==> src/rtl/spi_tx_arbiter_if.sv <==
// Request/serializer bundle shared between spi_tx_arbiter and its clients.
// master = arbiter side, slave = requesters plus frame serializer.
interface spi_tx_arbiter_if #(
    parameter int NUM_REQ = 4,
    parameter int DATA_W  = 16
);
    logic [NUM_REQ-1:0]         req_valid;
    logic [NUM_REQ*DATA_W-1:0]  req_data;
    logic [NUM_REQ-1:0]         req_ready;
    logic [$clog2(NUM_REQ)-1:0] owner;
    logic                       xfer_start;
    logic [DATA_W-1:0]          xfer_data;
    logic                       xfer_done;
    logic                       busy;
    logic                       err_timeout;
    logic [15:0]                frame_count;

    modport master (
        input  req_valid, req_data, xfer_done,
        output req_ready, owner, xfer_start, xfer_data, busy, err_timeout, frame_count
    );

    modport slave (
        output req_valid, req_data, xfer_done,
        input  req_ready, owner, xfer_start, xfer_data, busy, err_timeout, frame_count
    );
endinterface

==> src/rtl/spi_tx_arbiter.sv <==
// Round-robin sharing of one SPI frame serializer among NUM_REQ requesters,
// with frame-done watchdog and a fixed inter-frame gap. All outputs registered.
module spi_tx_arbiter #(
    parameter int NUM_REQ        = 4,
    parameter int DATA_W         = 16,
    parameter int GAP_CYCLES     = 2,
    parameter int TIMEOUT_CYCLES = 64
) (
    input  logic             clk,
    input  logic             rst,
    spi_tx_arbiter_if.master bus
);
    localparam int OW = $clog2(NUM_REQ);
    localparam int CW = $clog2(TIMEOUT_CYCLES);
    localparam int GW = (GAP_CYCLES > 1) ? $clog2(GAP_CYCLES) : 1;

    typedef enum logic [1:0] {IDLE, START, WAIT, GAP} state_t;

    state_t              state, state_n;
    logic [CW-1:0]       wd_cnt, wd_cnt_n;
    logic [GW-1:0]       gap_cnt, gap_cnt_n;
    logic [OW-1:0]       last_grant, last_grant_n;
    logic [OW-1:0]       owner_r, owner_n;
    logic [DATA_W-1:0]   data_r, data_n;
    logic [NUM_REQ-1:0]  ready_r, ready_n;
    logic                start_r, start_n;
    logic                err_r, err_n;
    logic                busy_r, busy_n;
    logic [15:0]         fc_r, fc_n;

    logic [DATA_W-1:0]   words [NUM_REQ];
    logic [OW-1:0]       winner;
    logic                found;
    logic [OW:0]         scan;

    for (genvar g = 0; g < NUM_REQ; g++) begin : g_words
        assign words[g] = bus.req_data[g*DATA_W +: DATA_W];
    end

    // Scan starts one past the last grant and wraps, so the most recent owner is served last.
    always_comb begin
        winner = '0;
        found  = 1'b0;
        scan   = '0;
        for (int unsigned off = 1; off <= NUM_REQ; off++) begin
            scan = {1'b0, last_grant} + (OW+1)'(off);
            if (scan >= (OW+1)'(NUM_REQ)) begin
                scan = scan - (OW+1)'(NUM_REQ);
            end
            if (!found && bus.req_valid[scan[OW-1:0]]) begin
                found  = 1'b1;
                winner = scan[OW-1:0];
            end
        end
    end

    always_comb begin
        state_n      = state;
        wd_cnt_n     = wd_cnt;
        gap_cnt_n    = gap_cnt;
        last_grant_n = last_grant;
        owner_n      = owner_r;
        data_n       = data_r;
        fc_n         = fc_r;
        ready_n      = '0;
        start_n      = 1'b0;
        err_n        = 1'b0;

        unique case (state)
            IDLE: begin
                if (found) begin
                    state_n = START;
                    owner_n = winner;
                    data_n  = words[winner];
                    ready_n = NUM_REQ'(1) << winner;
                    start_n = 1'b1;
                end
            end
            START: begin
                state_n  = WAIT;
                wd_cnt_n = '0;
            end
            WAIT: begin
                // Done is tested first so a done on the final watchdog cycle still completes.
                if (bus.xfer_done) begin
                    fc_n         = fc_r + 16'd1;
                    last_grant_n = owner_r;
                    state_n      = (GAP_CYCLES == 0) ? IDLE : GAP;
                    gap_cnt_n    = '0;
                end else if (wd_cnt == CW'(TIMEOUT_CYCLES - 1)) begin
                    err_n        = 1'b1;
                    last_grant_n = owner_r;
                    state_n      = (GAP_CYCLES == 0) ? IDLE : GAP;
                    gap_cnt_n    = '0;
                end else begin
                    wd_cnt_n = wd_cnt + CW'(1);
                end
            end
            GAP: begin
                if (gap_cnt == GW'(GAP_CYCLES - 1)) begin
                    state_n = IDLE;
                end else begin
                    gap_cnt_n = gap_cnt + GW'(1);
                end
            end
            default: state_n = IDLE;
        endcase

        busy_n = (state_n != IDLE);
    end

    always_ff @(posedge clk) begin
        if (rst) begin
            state      <= IDLE;
            wd_cnt     <= '0;
            gap_cnt    <= '0;
            last_grant <= OW'(NUM_REQ - 1);
            owner_r    <= '0;
            data_r     <= '0;
            ready_r    <= '0;
            start_r    <= 1'b0;
            err_r      <= 1'b0;
            busy_r     <= 1'b0;
            fc_r       <= '0;
        end else begin
            state      <= state_n;
            wd_cnt     <= wd_cnt_n;
            gap_cnt    <= gap_cnt_n;
            last_grant <= last_grant_n;
            owner_r    <= owner_n;
            data_r     <= data_n;
            ready_r    <= ready_n;
            start_r    <= start_n;
            err_r      <= err_n;
            busy_r     <= busy_n;
            fc_r       <= fc_n;
        end
    end

    assign bus.req_ready   = ready_r;
    assign bus.owner       = owner_r;
    assign bus.xfer_start  = start_r;
    assign bus.xfer_data   = data_r;
    assign bus.busy        = busy_r;
    assign bus.err_timeout = err_r;
    assign bus.frame_count = fc_r;
endmodule

==> src/flat_wrapper.sv <==
// flat-port wrapper written by rule: the top's interface ports become plain ports
module spi_tx_arbiter_flat 
#(
    parameter int NUM_REQ        = 4,
    parameter int DATA_W         = 16,
    parameter int GAP_CYCLES     = 2,
    parameter int TIMEOUT_CYCLES = 64
)
  (clk, rst, bus_req_valid, bus_req_data, bus_xfer_done, bus_req_ready, bus_owner, bus_xfer_start, bus_xfer_data, bus_busy, bus_err_timeout, bus_frame_count);
  spi_tx_arbiter_if #(.NUM_REQ(NUM_REQ), .DATA_W(DATA_W)) bus_i ();
  input  logic clk;
  input  logic rst;
  input wire logic [$bits(bus_i.req_valid)-1:0] bus_req_valid;
  input wire logic [$bits(bus_i.req_data)-1:0] bus_req_data;
  input wire logic [$bits(bus_i.xfer_done)-1:0] bus_xfer_done;
  output wire logic [$bits(bus_i.req_ready)-1:0] bus_req_ready;
  output wire logic [$bits(bus_i.owner)-1:0] bus_owner;
  output wire logic [$bits(bus_i.xfer_start)-1:0] bus_xfer_start;
  output wire logic [$bits(bus_i.xfer_data)-1:0] bus_xfer_data;
  output wire logic [$bits(bus_i.busy)-1:0] bus_busy;
  output wire logic [$bits(bus_i.err_timeout)-1:0] bus_err_timeout;
  output wire logic [$bits(bus_i.frame_count)-1:0] bus_frame_count;
  assign bus_i.req_valid = bus_req_valid;
  assign bus_i.req_data = bus_req_data;
  assign bus_i.xfer_done = bus_xfer_done;
  assign bus_req_ready = bus_i.req_ready;
  assign bus_owner = bus_i.owner;
  assign bus_xfer_start = bus_i.xfer_start;
  assign bus_xfer_data = bus_i.xfer_data;
  assign bus_busy = bus_i.busy;
  assign bus_err_timeout = bus_i.err_timeout;
  assign bus_frame_count = bus_i.frame_count;
  spi_tx_arbiter #(.NUM_REQ(NUM_REQ), .DATA_W(DATA_W), .GAP_CYCLES(GAP_CYCLES), .TIMEOUT_CYCLES(TIMEOUT_CYCLES)) u_core (.clk(clk), .rst(rst), .bus(bus_i));
endmodule
==> config.mk <==
export PLATFORM = sky130hd
export DESIGN_NAME = spi_tx_arbiter_flat
export DESIGN_NICKNAME = d
export VERILOG_FILES = /design/src/rtl/spi_tx_arbiter_if.sv /design/src/rtl/spi_tx_arbiter.sv /design/src/flat_wrapper.sv
export SDC_FILE = /design/constraint.sdc
export NUM_CORES = 1
export LEC_CHECK = 0
export ABC_CLOCK_PERIOD_IN_PS = 2200
export CAP_MARGIN = 10
export CORE_UTILIZATION = 42
export CTS_BUF_LIST = sky130_fd_sc_hd__clkbuf_16
export CTS_CLUSTER_DIAMETER = 150
export DETAILED_ROUTE_END_ITERATION = 8
export PLACE_DENSITY = 0.8
export REMOVE_ABC_BUFFERS = 1
export SLEW_MARGIN = 20
export SYNTH_ARGS = -nofsm -noshare
export SYNTH_HDL_FRONTEND = slang
export SYNTH_SLANG_ARGS = --single-unit
==> constraint.sdc <==
create_clock -name clk -period 2.2 [get_ports clk]
set_input_delay 0.33 -clock clk [delete_from_list [all_inputs] [get_ports clk]]
set_output_delay 0.33 -clock clk [all_outputs]
set_load 0.1 [all_outputs]
# Word-level counts from Yosys, hierarchy flattened
# Cells that the tools add are included.
# totals
ram_bits	0
reg_bits	52
mem_bits_ro	0
inputBits	71
latchBits	0
memories	0
# op_classes
mux	39
n_mul	0
addsub	11
shifts	1
n_reduce_logical	19
n_eq_ne	7
n_div	0
bitwise	4
order_cmp	9
# ops
operator	n
$bmux W16 S2	1
$mux W16	2
$mux W2	14
$add A16 B1 Y16 const B	1
$ge A3 B3 Y1 const B	5
$mux W1	13
$lt A2 B3 Y1 const B	4
$mux W6	2
$pmux W6 S2	1
$bmux W1 S2	4
$pmux W2 S4	1
$reduce_and A2 Y1	4
$reduce_bool A2 Y1	4
$sub A2 B1 Y2 const B	4
$add A2 B2 Y3 const B	2
$add A6 B1 Y6 const B	1
$eq A6 B6 Y1 const B	1
$reduce_or A3 Y1	2
$eq A2 B2 Y1 const B	2
$ne A2 B2 Y1 const B	2
$shl A1 B2 Y4 const A	1
$add A2 B1 Y3 const B	1
$add A2 B3 Y3 const B	1
$logic_and A1 B1 Y1	3
other kinds (10)	14

# Longest topological paths before layout
# logic_depth
depth_word	19
depth_mapped	7

# Least setup slack after synthesis
# Ideal clock, no wire load.
# synth_path
path_type	register -> register
from	reg u_core.fc_r[0] (netlist: u_core.bus.frame_count[0])
to	reg u_core.fc_r[12] (netlist: u_core.bus.frame_count[12])
synth_period_minus_slack_ps	2212
path_buffers	0
stages_incl_launch_ff	7
setup_ps	126
slack_ps	-12
arrival_ps	2085
cell_sequence	dfxtp_1 ha_1 inv_1 nor4_1 nand2_1 xnor2_1 nor2b_1
# synth_via
elab_chain_cells	1
# synth_lines
element	line	source
start, declared	spi_tx_arbiter.sv:29	logic [15:0] fc_r, fc_n;
start signal, assigned	spi_tx_arbiter.sv:136	fc_r <= fc_n;
$add A16 B1 Y16	spi_tx_arbiter.sv:86	fc_n = fc_r + 16'd1;
# No other way between the ends.
# A chain may end at the register's enable or synchronous reset.

# Final worst setup path
# layout_path
from	in bus_req_valid[1]
to	reg u_core.data_r[0] (netlist: u_core.bus.xfer_data[0])
# layout_via
elab_chain_cells	16
# layout_lines
element	line	source
start, declared	flat_wrapper.sv:13	input wire logic [$bits(bus_i.req_valid)-1:0] bus_req_valid;
$bmux W1 S2	spi_tx_arbiter.sv:50	if (!found && bus.req_valid[scan[OW-1:0]]) begin
$mux W1 (implied by the code)	spi_tx_arbiter.sv:50	
$mux W1	spi_tx_arbiter.sv:50	
$logic_not A1 Y1	spi_tx_arbiter.sv:50	
$logic_and A1 B1 Y1	spi_tx_arbiter.sv:50	
$mux W1	spi_tx_arbiter.sv:50	
$logic_not A1 Y1	spi_tx_arbiter.sv:50	
$logic_and A1 B1 Y1	spi_tx_arbiter.sv:50	
$mux W1	spi_tx_arbiter.sv:50	
$logic_not A1 Y1	spi_tx_arbiter.sv:50	
$logic_and A1 B1 Y1	spi_tx_arbiter.sv:50	
$mux W2	spi_tx_arbiter.sv:50	
$not A2 Y3 (implied by the code)	spi_tx_arbiter.sv:74	data_n = words[winner];
$bmux W16 S2	spi_tx_arbiter.sv:74	
$mux W16 (implied by the code) (2 in a row)	spi_tx_arbiter.sv:74	
end signal, assigned	spi_tx_arbiter.sv:131	data_r <= data_n;
end, declared	spi_tx_arbiter.sv:24	logic [DATA_W-1:0] data_r, data_n;
# Several ways; a longest one is shown, not always the timed one. The select of a mux whose other input is x is not followed.

==> results.toml <==
[run]
max-cap-violations = 0

[sta]
fmax_mhz = 514.3
timing.final.crit_share_pct = 88.38
slew_headroom_pct = 63.25
slew_violations = 0
worst_clock_skew_ps = 2.398
post-route-min-period_ps = 1944
setup_viol = 0
finalWorstSetupSlack_ps = 255.5
rsz0062_at_grt = "false"
hold_viol = 0
tightest_slew_ps = 547.6

[critical_path]
slowest_stage = "clkdlybuf4s50_1"
r2r_cells = 6
r2r-end = "u_core.wd_cnt[5]$_SDFFE_PP0P_"
path_class = "in -> reg"
cp_common_cell = "nor2b_1"
r2r_start = "u_core.wd_cnt[0]$_SDFFE_PP0P_"
start_kind = "primary input"
path_delay_family = "buffers and inverters"
ff2ff_setup_slack_ps = 340
critPathCaptureType = "flip-flop"
critPathMaxStageDelay_ps = 460
cp.arrival_ps = 2090
path_cells = "clkdlybuf4s50_1 > nor2b_1 > nor2b_1 > a311oi_4 > buf_12 > mux2i_1 > o221ai_1"
worstPathMaxFanout = 36
required_ps = 2350
worst-path-buf-inv = 2

[yosys]
synth_cell_types = 46
synth_seq_area_share_pct = 40.35
ys_ff_latch = 52
synth_edf_count = 0
avgSynthCellArea_sq_um = 9.627
synth_top_cell_area_share_pct = 40.35
yosys_warnings = 0
synth_common_cells = "dfxtp_1 (52), nor2_1 (34), mux2i_1 (33)"
synthCells = 268
yosys.area.top_type = "dfxtp_1"
ys.flop_type = "dfxtp_1"
syn_area_sq_um = 2580
yosys-top-cells-area = "dfxtp_1 (40%), mux2i_1 (13%), nor2_1 (4.9%)"
ys_async_sr_fraction_pct = 0
synth.most_common_cell = "dfxtp_1"

[cells_and_area]
drive_gt1_share_pct = 19.01
n_fill_cell = 505
layout.nets = 456
multi_input_area_sq_um = 1424
num_antenna_cells = 0
areaGrowthSynthToFinish_pct = 48.88
regArea_sq_um = 1041

[hold_path]
min_path_cells = 2
holdPathEnd = "u_core.bus.xfer_data[3]$_SDFFE_PP0P_"
worstHoldStart = "u_core.bus.xfer_data[3]$_SDFFE_PP0P_"
hold_class = "reg -> reg"

[placed_design]
io_buffers = 111
dp_hpwl_um = 4968
pre_cts_slack_ps = -34.14
place_congestion = 0.8378

[clock_network]
path_clk_slew_ps = 60
numCtsBuffers = 5
post-cts-setup-buffers = 0
cts_hold_buf = 0
root_buffer = "clkbuf_16"
htreeDepth = 2
cts_tree = "built"
cts_max_path_buffers = 2
clk_latency_ps = 290
cts.sinks = 52
cts.repair.resized = 0

[floorplanning]
die_area_sq_um = 6460
start_util_pct = 43.58
fp.coreArea_sq_um = 5921
io_pins = 112
die-width_um = 80.38
fp.dieH_um = 80.38
rows = 28

[route]
wire_per_inst_um = 14.39
first_pass_iters = 4
postRouteAntennaNets = 0
via_count = 2426
wl_um = 6606
viasPerCell = 5.285
first_iter_violations = 106
drc_errors = 0

[power]
p_leak_uw = 0.001538
p_total_uw = 3022
vdd_drop_max_uv = 493.0
powerDensity_nw_per_um2 = 786.7

[global_route]
track_usage_pct = 21.37
grt_overflow = 0
antenna_found_initial = 0
grt_pass1_wl_um = 10640
grt_pass1_vias = 2320
grt_max_degree = 37

[outcome]
status = "finished clean"
## layout by cell type (no fill, tap or decap), types with 3 or more instances in the layout
| master | netlist | final |
|---|---|---|
| clkbuf_16 | 0 | 5 |
| buf_4 | 1 | 49 |
| clkdlybuf4s50_1 | 0 | 70 |
| and3_1 | 4 | 4 |
| o21ai_0 | 7 | 7 |
| mux2i_1 | 33 | 33 |
| a21oi_1 | 4 | 4 |
| inv_1 | 3 | 3 |
| nand2_1 | 30 | 30 |
| o221ai_2 | 8 | 8 |
| xnor2_1 | 5 | 5 |
| nor2b_1 | 8 | 8 |
| nand3_1 | 6 | 6 |
| nor2_1 | 34 | 34 |
| nand4_1 | 4 | 4 |
| nor4_1 | 3 | 3 |
| o221ai_1 | 8 | 8 |
| nand2b_1 | 3 | 3 |
| dfxtp_1 | 52 | 52 |
| xor2_1 | 13 | 13 |
## report_power, final
group | leakage [uW] | switching, uW | internal (uW)
logic | 0.00103 | 731 | 355
clock network | 0.0000789 | 329 | 529
registers | 0.000424 | 57.5 | 1020
total | 0.00154 | 1120 | 1900
## final cells by class
cell class,instances,share of cell area [%]
Multi-Input combinational cell,200,37.07
Inverter,3,0.2932
Tap cell,75,2.443
Sequential cell,52,27.10
Clock buffer,5,3.257
Clock inverter,3,0.9772
Timing Repair Buffer,121,28.86
## cells by family after synthesis
group,count (synthesis),share of synthesized area (%)
AO/OA/AOI/OAI,44,15.28
XOR/XNOR,18,6.111
adder cells (fa/ha/maj),2,0.9698
buffers and inverters,16,4.898
flip-flops,52,40.35
multiplexers,33,12.80
AND/OR/NAND/NOR,103,19.59
## how the worst max path moves through the flow
| stage | start | endpoint | slack (ps) | cells after the start |
|---|---|---|---|---|
| after floorplan | bus_req_valid[0] | u_core.bus.xfer_data[10]$_SDFFE_PP0P_ | -1170 | 4 |
| after global placement | bus_req_valid[1] | u_core.bus.xfer_data[14]$_SDFFE_PP0P_ | 50 | 7 |
| after detailed placement | bus_req_valid[1] | u_core.bus.xfer_data[0]$_SDFFE_PP0P_ | -30 | 7 |
| after CTS | bus_req_valid[1] | u_core.bus.xfer_data[0]$_SDFFE_PP0P_ | 260 | 7 |
| after global routing | u_core.wd_cnt[0]$_SDFFE_PP0P_ | u_core.wd_cnt[2]$_SDFFE_PP0P_ | 130 | 6 |
| final | bus_req_valid[1] | u_core.bus.xfer_data[0]$_SDFFE_PP0P_ | 260 | 7 |
## sequential cells by signal, summed over array words and instances, names as in the netlist
| signal | flops |
|---|---|
| u_core.state | 2 |
| u_core.last_grant | 2 |
| u_core.bus.err_timeout | 1 |
| u_core.bus.xfer_data | 16 |
| u_core.bus.busy | 1 |
| u_core.wd_cnt | 6 |
| u_core.bus.owner | 2 |
| u_core.bus.frame_count | 16 |
| u_core.bus.xfer_start | 1 |
| u_core.gap_cnt | 1 |
| u_core.bus.req_ready | 4 |
## stage by stage
step / instances / TNS, ps / hold WS (ps) / utilization, % / cell area [sq um]
after floorplan: 255 / -23060 / 399.1 / - / 2465
after CTS: 459 / 0 / 475.3 / 64.88 / 3841
after detailed placement: 451 / -78.15 / 452.4 / 62.13 / 3679
after global placement: 451 / 0 / 448.6 / 62.13 / 3679
final: 459 / 0 / 474.1 / 64.88 / 3841
after global routing: 459 / 0 / 495.6 / 64.88 / 3841
## per-layer routing
| layer | GRT usage (%) | up-vias | part of all wire, % |
|---|---|---|---|
| met5 | 0 | - | 0 |
| met4 | 7.500 | 0 | 1.8 |
| met3 | 5.341 | 9 | 6.2 |
| met2 | 38.56 | 89 | 51 |
| met1 | 24.10 | 1135 | 41 |
| li1 | - | 1193 | - |
## tightest hold or removal path: stages, from the launching register on
cell	delay, ps
dfxtp_1	330
nand2_1	50
o221ai_1	60
(Power assumes the default switching activity.)
